<file path="src/rtl/cic_pkg.sv">
// -----------------------------------------------------------------------------
// cic_pkg
// Shared sizing for the CIC decimation filter. The integrator/decimator and
// the downstream comb stages both derive their accumulator width from
// cic_acc_width() so the two halves always wrap modulo the same 2^ACC_WIDTH.
// No ports (package).
// -----------------------------------------------------------------------------
package cic_pkg;

   localparam int NUM_STAGES_MAX = 6;
   localparam int DECIM_MAX      = 256;

   // Bit growth of an N-stage, rate-R CIC is N*ceil(log2(R)) on top of the input.
   function automatic int cic_acc_width(input int data_width,
                                        input int num_stages,
                                        input int decim_log2);
      return data_width + (num_stages * decim_log2);
   endfunction

endpackage

</file>
<file path="src/rtl/cic_integrator.sv">
// -----------------------------------------------------------------------------
// cic_integrator
// One modular (wrap-around) accumulator stage of the CIC integrator cascade.
// Optional synchronous clear is compiled in with `define CIC_INTEG_SYNC_CLR_EN.
//
// Ports:
//   clk   in   clock
//   rst   in   asynchronous active-high reset, clears the accumulator
//   sclr  in   synchronous clear (only with CIC_INTEG_SYNC_CLR_EN), beats en
//   en    in   accumulate enable (one input sample)
//   din   in   ACC_WIDTH addend (sign-extended sample or previous stage)
//   acc   out  ACC_WIDTH registered accumulator value
// -----------------------------------------------------------------------------
module cic_integrator
   import cic_pkg::*;
#(
   parameter int ACC_WIDTH = cic_acc_width(16, 3, 3)
) (
   input  logic                 clk,
   input  logic                 rst,
`ifdef CIC_INTEG_SYNC_CLR_EN
   input  logic                 sclr,
`endif
   input  logic                 en,
   input  logic [ACC_WIDTH-1:0] din,
   output logic [ACC_WIDTH-1:0] acc
);

   localparam logic [ACC_WIDTH-1:0] ACC_ZERO = {ACC_WIDTH{1'b0}};

   logic                 clr_s;
   logic [ACC_WIDTH-1:0] sum_s;
   logic [ACC_WIDTH-1:0] acc_r;

`ifdef CIC_INTEG_SYNC_CLR_EN
   assign clr_s = sclr;
`else
   assign clr_s = 1'b0;
`endif

   // Modular sum: overflow wraps silently, the combs undo it.
   always_comb begin
      sum_s = acc_r + din;
   end

   // Accumulator register: clear has priority over accumulate.
   always_ff @(posedge clk or posedge rst) begin
      if (rst) begin
         acc_r <= ACC_ZERO;
      end else if (clr_s) begin
         acc_r <= ACC_ZERO;
      end else if (en) begin
         acc_r <= sum_s;
      end else begin
         acc_r <= acc_r;
      end
   end

   assign acc = acc_r;

endmodule

</file>
<file path="src/rtl/cic_integ_decim.sv">
// -----------------------------------------------------------------------------
// cic_integ_decim
// Integrator + decimator front half of a CIC decimation filter. NUM_STAGES
// pipelined integrators run at the input rate; every DECIM-th valid sample
// the post-update value of the last integrator is registered to out_data
// together with a one-cycle out_valid pulse. No backpressure.
// Optional synchronous clear port sclr: `define CIC_INTEG_SYNC_CLR_EN.
//
// Ports:
//   clk        in   clock
//   rst        in   asynchronous active-high reset
//   sclr       in   synchronous clear (only with CIC_INTEG_SYNC_CLR_EN)
//   in_valid   in   input sample strobe
//   in_data    in   DATA_WIDTH signed input sample
//   out_valid  out  decimated sample strobe, one-cycle pulse
//   out_data   out  ACC_WIDTH signed decimated integrator output
// -----------------------------------------------------------------------------
module cic_integ_decim
   import cic_pkg::*;
#(
   parameter  int DATA_WIDTH = 16,
   parameter  int NUM_STAGES = 3,
   parameter  int DECIM      = 8,
   parameter  int DECIM_LOG2 = 3,
   localparam int ACC_WIDTH  = cic_acc_width(DATA_WIDTH, NUM_STAGES, DECIM_LOG2)
) (
   input  logic                  clk,
   input  logic                  rst,
`ifdef CIC_INTEG_SYNC_CLR_EN
   input  logic                  sclr,
`endif
   input  logic                  in_valid,
   input  logic [DATA_WIDTH-1:0] in_data,
   output logic                  out_valid,
   output logic [ACC_WIDTH-1:0]  out_data
);

   localparam logic [DECIM_LOG2-1:0] CNT_ZERO = {DECIM_LOG2{1'b0}};
   localparam logic [DECIM_LOG2-1:0] CNT_ONE  = DECIM_LOG2'(1);
   localparam logic [DECIM_LOG2-1:0] CNT_LAST = DECIM_LOG2'(DECIM - 1);
   localparam logic [ACC_WIDTH-1:0]  ACC_ZERO = {ACC_WIDTH{1'b0}};

   logic                  clr_s;
   logic [ACC_WIDTH-1:0]  din_s [NUM_STAGES];
   logic [ACC_WIDTH-1:0]  acc_s [NUM_STAGES];
   logic [ACC_WIDTH-1:0]  last_next_s;
   logic                  emit_s;
   logic [DECIM_LOG2-1:0] cnt_r;
   logic                  out_valid_r;
   logic [ACC_WIDTH-1:0]  out_data_r;

`ifdef CIC_INTEG_SYNC_CLR_EN
   assign clr_s = sclr;
`else
   assign clr_s = 1'b0;
`endif

   // Stage 0 adds the sign-extended sample; stage k adds the registered
   // (pre-update) value of stage k-1, giving a one-sample pipeline per stage.
   assign din_s[0] = {{(ACC_WIDTH-DATA_WIDTH){in_data[DATA_WIDTH-1]}}, in_data};

   genvar k;
   generate
      for (k = 0; k < NUM_STAGES; k++) begin : g_stage
         if (k > 0) begin : g_link
            assign din_s[k] = acc_s[k-1];
         end
         cic_integrator #(
            .ACC_WIDTH (ACC_WIDTH)
         ) u_integ (
            .clk  (clk),
            .rst  (rst),
`ifdef CIC_INTEG_SYNC_CLR_EN
            .sclr (sclr),
`endif
            .en   (in_valid),
            .din  (din_s[k]),
            .acc  (acc_s[k])
         );
      end
   endgenerate

   // Value the last integrator is writing this edge, so the output register
   // captures the post-update sample without waiting an extra cycle.
   always_comb begin
      last_next_s = acc_s[NUM_STAGES-1] + din_s[NUM_STAGES-1];
      emit_s      = in_valid & (cnt_r == CNT_LAST) & ~clr_s;
   end

   // Decimation phase counter 0..DECIM-1; explicit wrap handles non-power-of-two DECIM.
   always_ff @(posedge clk or posedge rst) begin
      if (rst) begin
         cnt_r <= CNT_ZERO;
      end else if (clr_s) begin
         cnt_r <= CNT_ZERO;
      end else if (in_valid) begin
         if (cnt_r == CNT_LAST) begin
            cnt_r <= CNT_ZERO;
         end else begin
            cnt_r <= cnt_r + CNT_ONE;
         end
      end else begin
         cnt_r <= cnt_r;
      end
   end

   // Output register: strobe for one cycle, data holds between strobes
   // (a synchronous clear only kills the strobe).
   always_ff @(posedge clk or posedge rst) begin
      if (rst) begin
         out_valid_r <= 1'b0;
         out_data_r  <= ACC_ZERO;
      end else if (emit_s) begin
         out_valid_r <= 1'b1;
         out_data_r  <= last_next_s;
      end else begin
         out_valid_r <= 1'b0;
         out_data_r  <= out_data_r;
      end
   end

   assign out_valid = out_valid_r;
   assign out_data  = out_data_r;

endmodule

</file>
<file path="config.mk">
export PLATFORM = sky130hd
export DESIGN_NAME = cic_integ_decim
export DESIGN_NICKNAME = d
export VERILOG_FILES = /design/src/rtl/cic_pkg.sv /design/src/rtl/cic_integrator.sv /design/src/rtl/cic_integ_decim.sv
export SDC_FILE = /design/constraint.sdc
export NUM_CORES = 1
export LEC_CHECK = 0
export ABC_AREA = 1
export BUFFER_PORTS_ARGS = -buffer_cell sky130_fd_sc_hd__buf_2
export CAP_MARGIN = 20
export CORE_ASPECT_RATIO = 1.75
export CORE_UTILIZATION = 35
export DETAILED_ROUTE_END_ITERATION = 10
export MAX_ROUTING_LAYER = met4
export PLACE_DENSITY = 0.5
export SETUP_SLACK_MARGIN = 0.5
export SYNTH_ARGS = -nofsm -noshare
export SYNTH_HDL_FRONTEND = slang
export SYNTH_SLANG_ARGS = --single-unit
</file>
<file path="constraint.sdc">
create_clock -name clk -period 5.3 [get_ports clk]
set_input_delay 0.53 -clock clk [delete_from_list [all_inputs] [get_ports clk]]
set_output_delay 0.53 -clock clk [all_outputs]
set_load 0.02 [all_outputs]
</file>
# Yosys cells after proc, flatten, opt, wreduce, memory -nomap -nowiden
# Cells that the tools add are included.
[totals]
inputBits = 19
latch_bits = 0
mem_count = 0
wordCells = 14
ramBits = 0
rom_bits = 0
out_inout_bits = 26
ff_bits = 104
[classes]
n_reduce_logical = 0
div_mod_pow = 0
mux = 2
shifts = 0
n_bitwise = 1
eq_ne = 1
multipliers = 0
magnitude_cmp = 0
n_addsub = 4
[ops]
columns = ["cell", "count"]
rows = [
  ["$add 25x25->25", 3],
  ["$add 3x1->3 const B", 1],
  ["$eq 3x3->1 const B", 1],
  ["$mux 3", 1],
  ["$and 1x1->1", 1],
  ["$mux 1", 1],
]

# Depth between registers and ports, before layout
[logic_depth]
depth_word = 3
mapped_depth = 13
ltp_nobuf = 13

# By module
# Synthesis repeated with hierarchy kept, for this count alone.
[unflattened]
cells_unflattened = 1897
area_unflattened_um2 = 11197.0
[modules_own_cells]
columns = ["mod", "cells_per_inst", "area_each_um2", "seq_area_each_um2", "n_inst"]
rows = [
  ["cic_integ_decim", 485, 2950.3, 725.7, 1],
  ["cic_integrator (g_stage[2].u_integ)", 472, 2762.6, 625.6, 1],
  ["cic_integrator (g_stage[1].u_integ)", 468, 2755.1, 625.6, 1],
  ["cic_integrator (g_stage[0].u_integ)", 472, 2728.9, 625.6, 1],
]

# Least setup slack after synthesis
# Ideal clock, no wire load.
[synth_path]
path_kind = "input port to flip-flop"
from = "in in_data[0]"
to = "reg g_stage[0].u_integ.acc_r[16]"
slack_ns = 3.375
required_ns = 5.183
stages = 11
path_buffers = 0
setup_time_ns = 0.117
t_arrival_ns = 1.808
path_cell_list = "ha_1 > fa_1 > nand2_1 > nand2_1 > nand3_1 > nand2_1 > nand2_1 > nand2_1 > xor2_1 > nand2_1 > nand2_1"
[synth_between]
elab_chain_len = 1
[synth_rtl]
columns = ["element", "line", "source"]
rows = [
  ["from (decl)", "cic_integ_decim.sv:33", "input logic [DATA_WIDTH-1:0] in_data,"],
  ["$add 25x25->25", "cic_integrator.sv:43", "sum_s = acc_r + din;"],
  ["to (signal assigned)", "cic_integrator.sv:53", "acc_r <= sum_s;"],
  ["to (signal assigned)", "cic_integrator.sv:55", "acc_r <= acc_r;"],
  ["to (decl)", "cic_integrator.sv:33", "logic [ACC_WIDTH-1:0] acc_r;"],
]
# No other way between the ends.
# A chain may end at the register's enable or synchronous reset.

==> results by group <==
Floorplanning
  • Die W: 124.0 um
  • Core ar.: 0.02543 mm^2
  • Row cnt: 77
  • Ports: 45
  • Initial Utilization: 0.3583
  • Die Area: 0.02671 mm^2
  • Die Height: 215.5 um

Global route
  • GRT Residual Overflow: 0
  • Largest net degree at the start of global routing: 65
  • Vias in the first global route: 8929
  • GRT Total Usage: 0.2289
  • First-pass GRT wire length: 44.68 mm
  • Initial antenna violation count: 0

Critical path
  • CP required: 5.54 ns
  • R2R Setup Slk: 3.03 ns
  • CP max stage delay: 0.52 ns
  • Crit path max-delay family: buffers and inverters
  • Worst Reg-to-Reg Cells: 9
  • Crit path buf inv count: 4
  • Arrival time worst endpoint: 2.54 ns
  • CP Launch Type: input pin
  • Reg-to-Reg Start: g_stage[1].u_integ.acc[0]
  • Kind of critical path: input pin to flop
  • CP max stage cell: buf_4
  • R2r endpoint: out_data[20]
  • Cell Chain, Critical Path: buf_2 > buf_4 > inv_2 > buf_4 > nand2_1 > o21ai_0
  • Crit. End Element: flop
  • CP max FO: 55
  • Most used cell, CP: buf_4

Timing
  • Worst Tran Pin Value: 0.7982 ns
  • Pins over their slew limit: 0
  • Setup Skew: 0.008222 ns
  • Slew HR: 0.4679
  • Tmin final: 2.308 ns
  • Final TNS setup: 0 ns
  • RSZ-0062 raised after global routing: no
  • Setup-failing EPs final: 0
  • Final Hold Viols: 0
  • F_max: 433.3 MHz
  • Final period util: 0.4355

Logic synthesis
  • Cell taking the most area after synthesis: dfrtp_1
  • Synth warn: 0
  • Register area share after synthesis: 0.2856
  • Synth Register Bits: 104
  • Syn_nets: 1589
  • Cells after synthesis: 1493
  • Largest cells by area after synthesis: dfrtp_1, nand2_1, ha_1
  • Syn Area/Cell: 6.104 um^2
  • Yosys top cell area share: 0.2856
  • Cell variety after synth: 28
  • Mapped Area: 0.009114 mm^2

Flow run
  • Max-Cap Viols: 0

Cells and area
  • Layout cells sized above 1: 0.05664
  • Layout net count: 1627
  • Diode count: 0
  • Syn-to-layout area delta: 9.349%

Clock tree
  • Hold_buf cts: 0
  • CTS Sinks: 104
  • Clk buf depth: 2
  • TritonCTS Buffers: 9
  • CTS H-tree lvls: 3
  • Clock root buffer: clkbuf_16
  • Clock slew at reported path FFs: 0.07 ns
  • TritonCTS clock tree: yes
  • CTS-repair resized insts: 0
  • Worst skew pair latency: 0.37 ns
  • Postcts setup bufs: 0

Worst hold path
  • Worst hold path type: input pin to asynchronous set/reset pin

Drt
  • First-pass iteration count of the detailed router: 5
  • DRT iter0 DRCs: 484
  • Routed WL per cell: 14.82 um
  • Routed vias: 8871
  • Drt total wl: 27.45 mm
  • Post-DRT Antenna Nets: 0
  • Residual DRC: 0
  • Vias per inst: 4.790

Placed design
  • Routability Congestion: 0.9387
  • Dpl hpwl: 22.67 mm
  • I/O Buffers: 44

Outcome
  • Status: finished, final reports clean
==> per-stage QoR <==
| stage | utilization | std cells | hold slack [ns] | cell area [um^2] | worst slack [ns] |
|---|---|---|---|---|---|
| after global placement | 0.3804 | 1836 | 0.4564 | 9676 | 2.603 |
| final | 0.3918 | 1852 | 0.3106 | 9966 | 2.992 |
| after global routing | 0.3918 | 1852 | 0.3866 | 9966 | 2.777 |
| after CTS | 0.3918 | 1852 | 0.3400 | 9966 | 2.952 |
| after detailed placement | 0.3804 | 1836 | 0.4601 | 9676 | 2.558 |
| after floorplan | - | 1493 | 0.4435 | 9114 | 2.038 |
==> routing by layer <==
layer	share of wire	track usage	vias to the layer above
met4	0.063	0.1401	0
met5	0	-	-
li1	-	-	4687
met1	0.38	0.2171	3942
met2	0.54	0.4283	162
met3	0.019	0.02246	80
==> worst max-delay path by stage <==
stage	depth (start not counted)	endpoint	start	slack [ns]
after floorplan	1	cnt_r[0]	rst	2.04
after global routing	6	g_stage[1].u_integ.acc[7]	in_valid	2.78
final	6	g_stage[0].u_integ.acc[6]	in_valid	2.99
after detailed placement	6	g_stage[2].u_integ.acc[2]	in_valid	2.56
after global placement	6	g_stage[0].u_integ.acc[5]	in_valid	2.60
after CTS	6	g_stage[0].u_integ.acc[6]	in_valid	2.95
==> flip-flops by register name, indices dropped and copies added, names as in the netlist <==
name / count
out_valid: 1
cnt_r: 3
g_stage.u_integ.acc: 75
out_data: 25
==> final cells by class <==
class | count | area (um^2)
Clock buffer | 12 | 236.5
Clock inverter | 4 | 53.80
Fill cell | 2889 | 15470
Inverter | 240 | 903.4
Tap cell | 316 | 395.4
Sequential cell | 104 | 2603
Multi-Input combinational cell | 1128 | 5524
Timing Repair Buffer | 48 | 250.2
==> worst register-to-register path, cell delays in order (launching register included) <==
cell and delay, ns:
dfrtp_1 0.43, ha_1 0.26, fa_1 0.45, nand2_1 0.09, nand2_1 0.10, and2_1 0.21
nand3b_1 0.21, nand4_1 0.18, nand3_1 0.13, nand2_1 0.07
==> placed cells by master, fill, tap and decap left out <==
cell,instances
clkinvlp_4,2
dfrtp_1,104
clkinv_1,2
inv_6,1
nand3_1,101
xor2_1,9
nor3_1,4
nor2_1,78
buf_4,4
nand2_1,688
nor4_1,2
a31oi_1,2
buf_2,44
a21oi_1,43
or2_2,3
and2_1,9
clkbuf_1,3
o21ai_0,30
ha_1,74
nand3b_1,18
xnor2_1,21
o21ai_1,2
nand4_1,18
nor2_2,10
nand2_2,8
clkbuf_16,9
fa_1,3
inv_1,235
inv_4,1
nand3_2,2
bufinv_16,1
or2_1,3
inv_2,2
==> Yosys cell counts, drive strengths merged <==
cell type and number:
fa 3, and2 9, xor2 9, nand4 18
a21oi 43, dfrtp 104, buf 9, xnor2 21
o21ai 32, clkbuf 12, inv 237, nor3 4
nor4 2, or2 6, nand2 696, clkinv 3
nor2 88, nand3 103, a31oi 2, ha 74
nand3b 18
==> cell families (layout without fill, tap and decap cells) <==
kind of cell | Yosys count | in the layout | share of synthesized area
and+or+nand+nor | 944 | 944 | 0.4266
AOI/OAI and AO/OA | 77 | 77 | 0.04256
buffers and inverters | 261 | 304 | 0.1083
DFF | 104 | 104 | 0.2856
xor gates and xnor gates | 30 | 30 | 0.02883
adders and majority gates | 77 | 77 | 0.1082
Power is not shown: default switching activity piles up to over one toggle a cycle in this logic, so the estimate is an artifact.
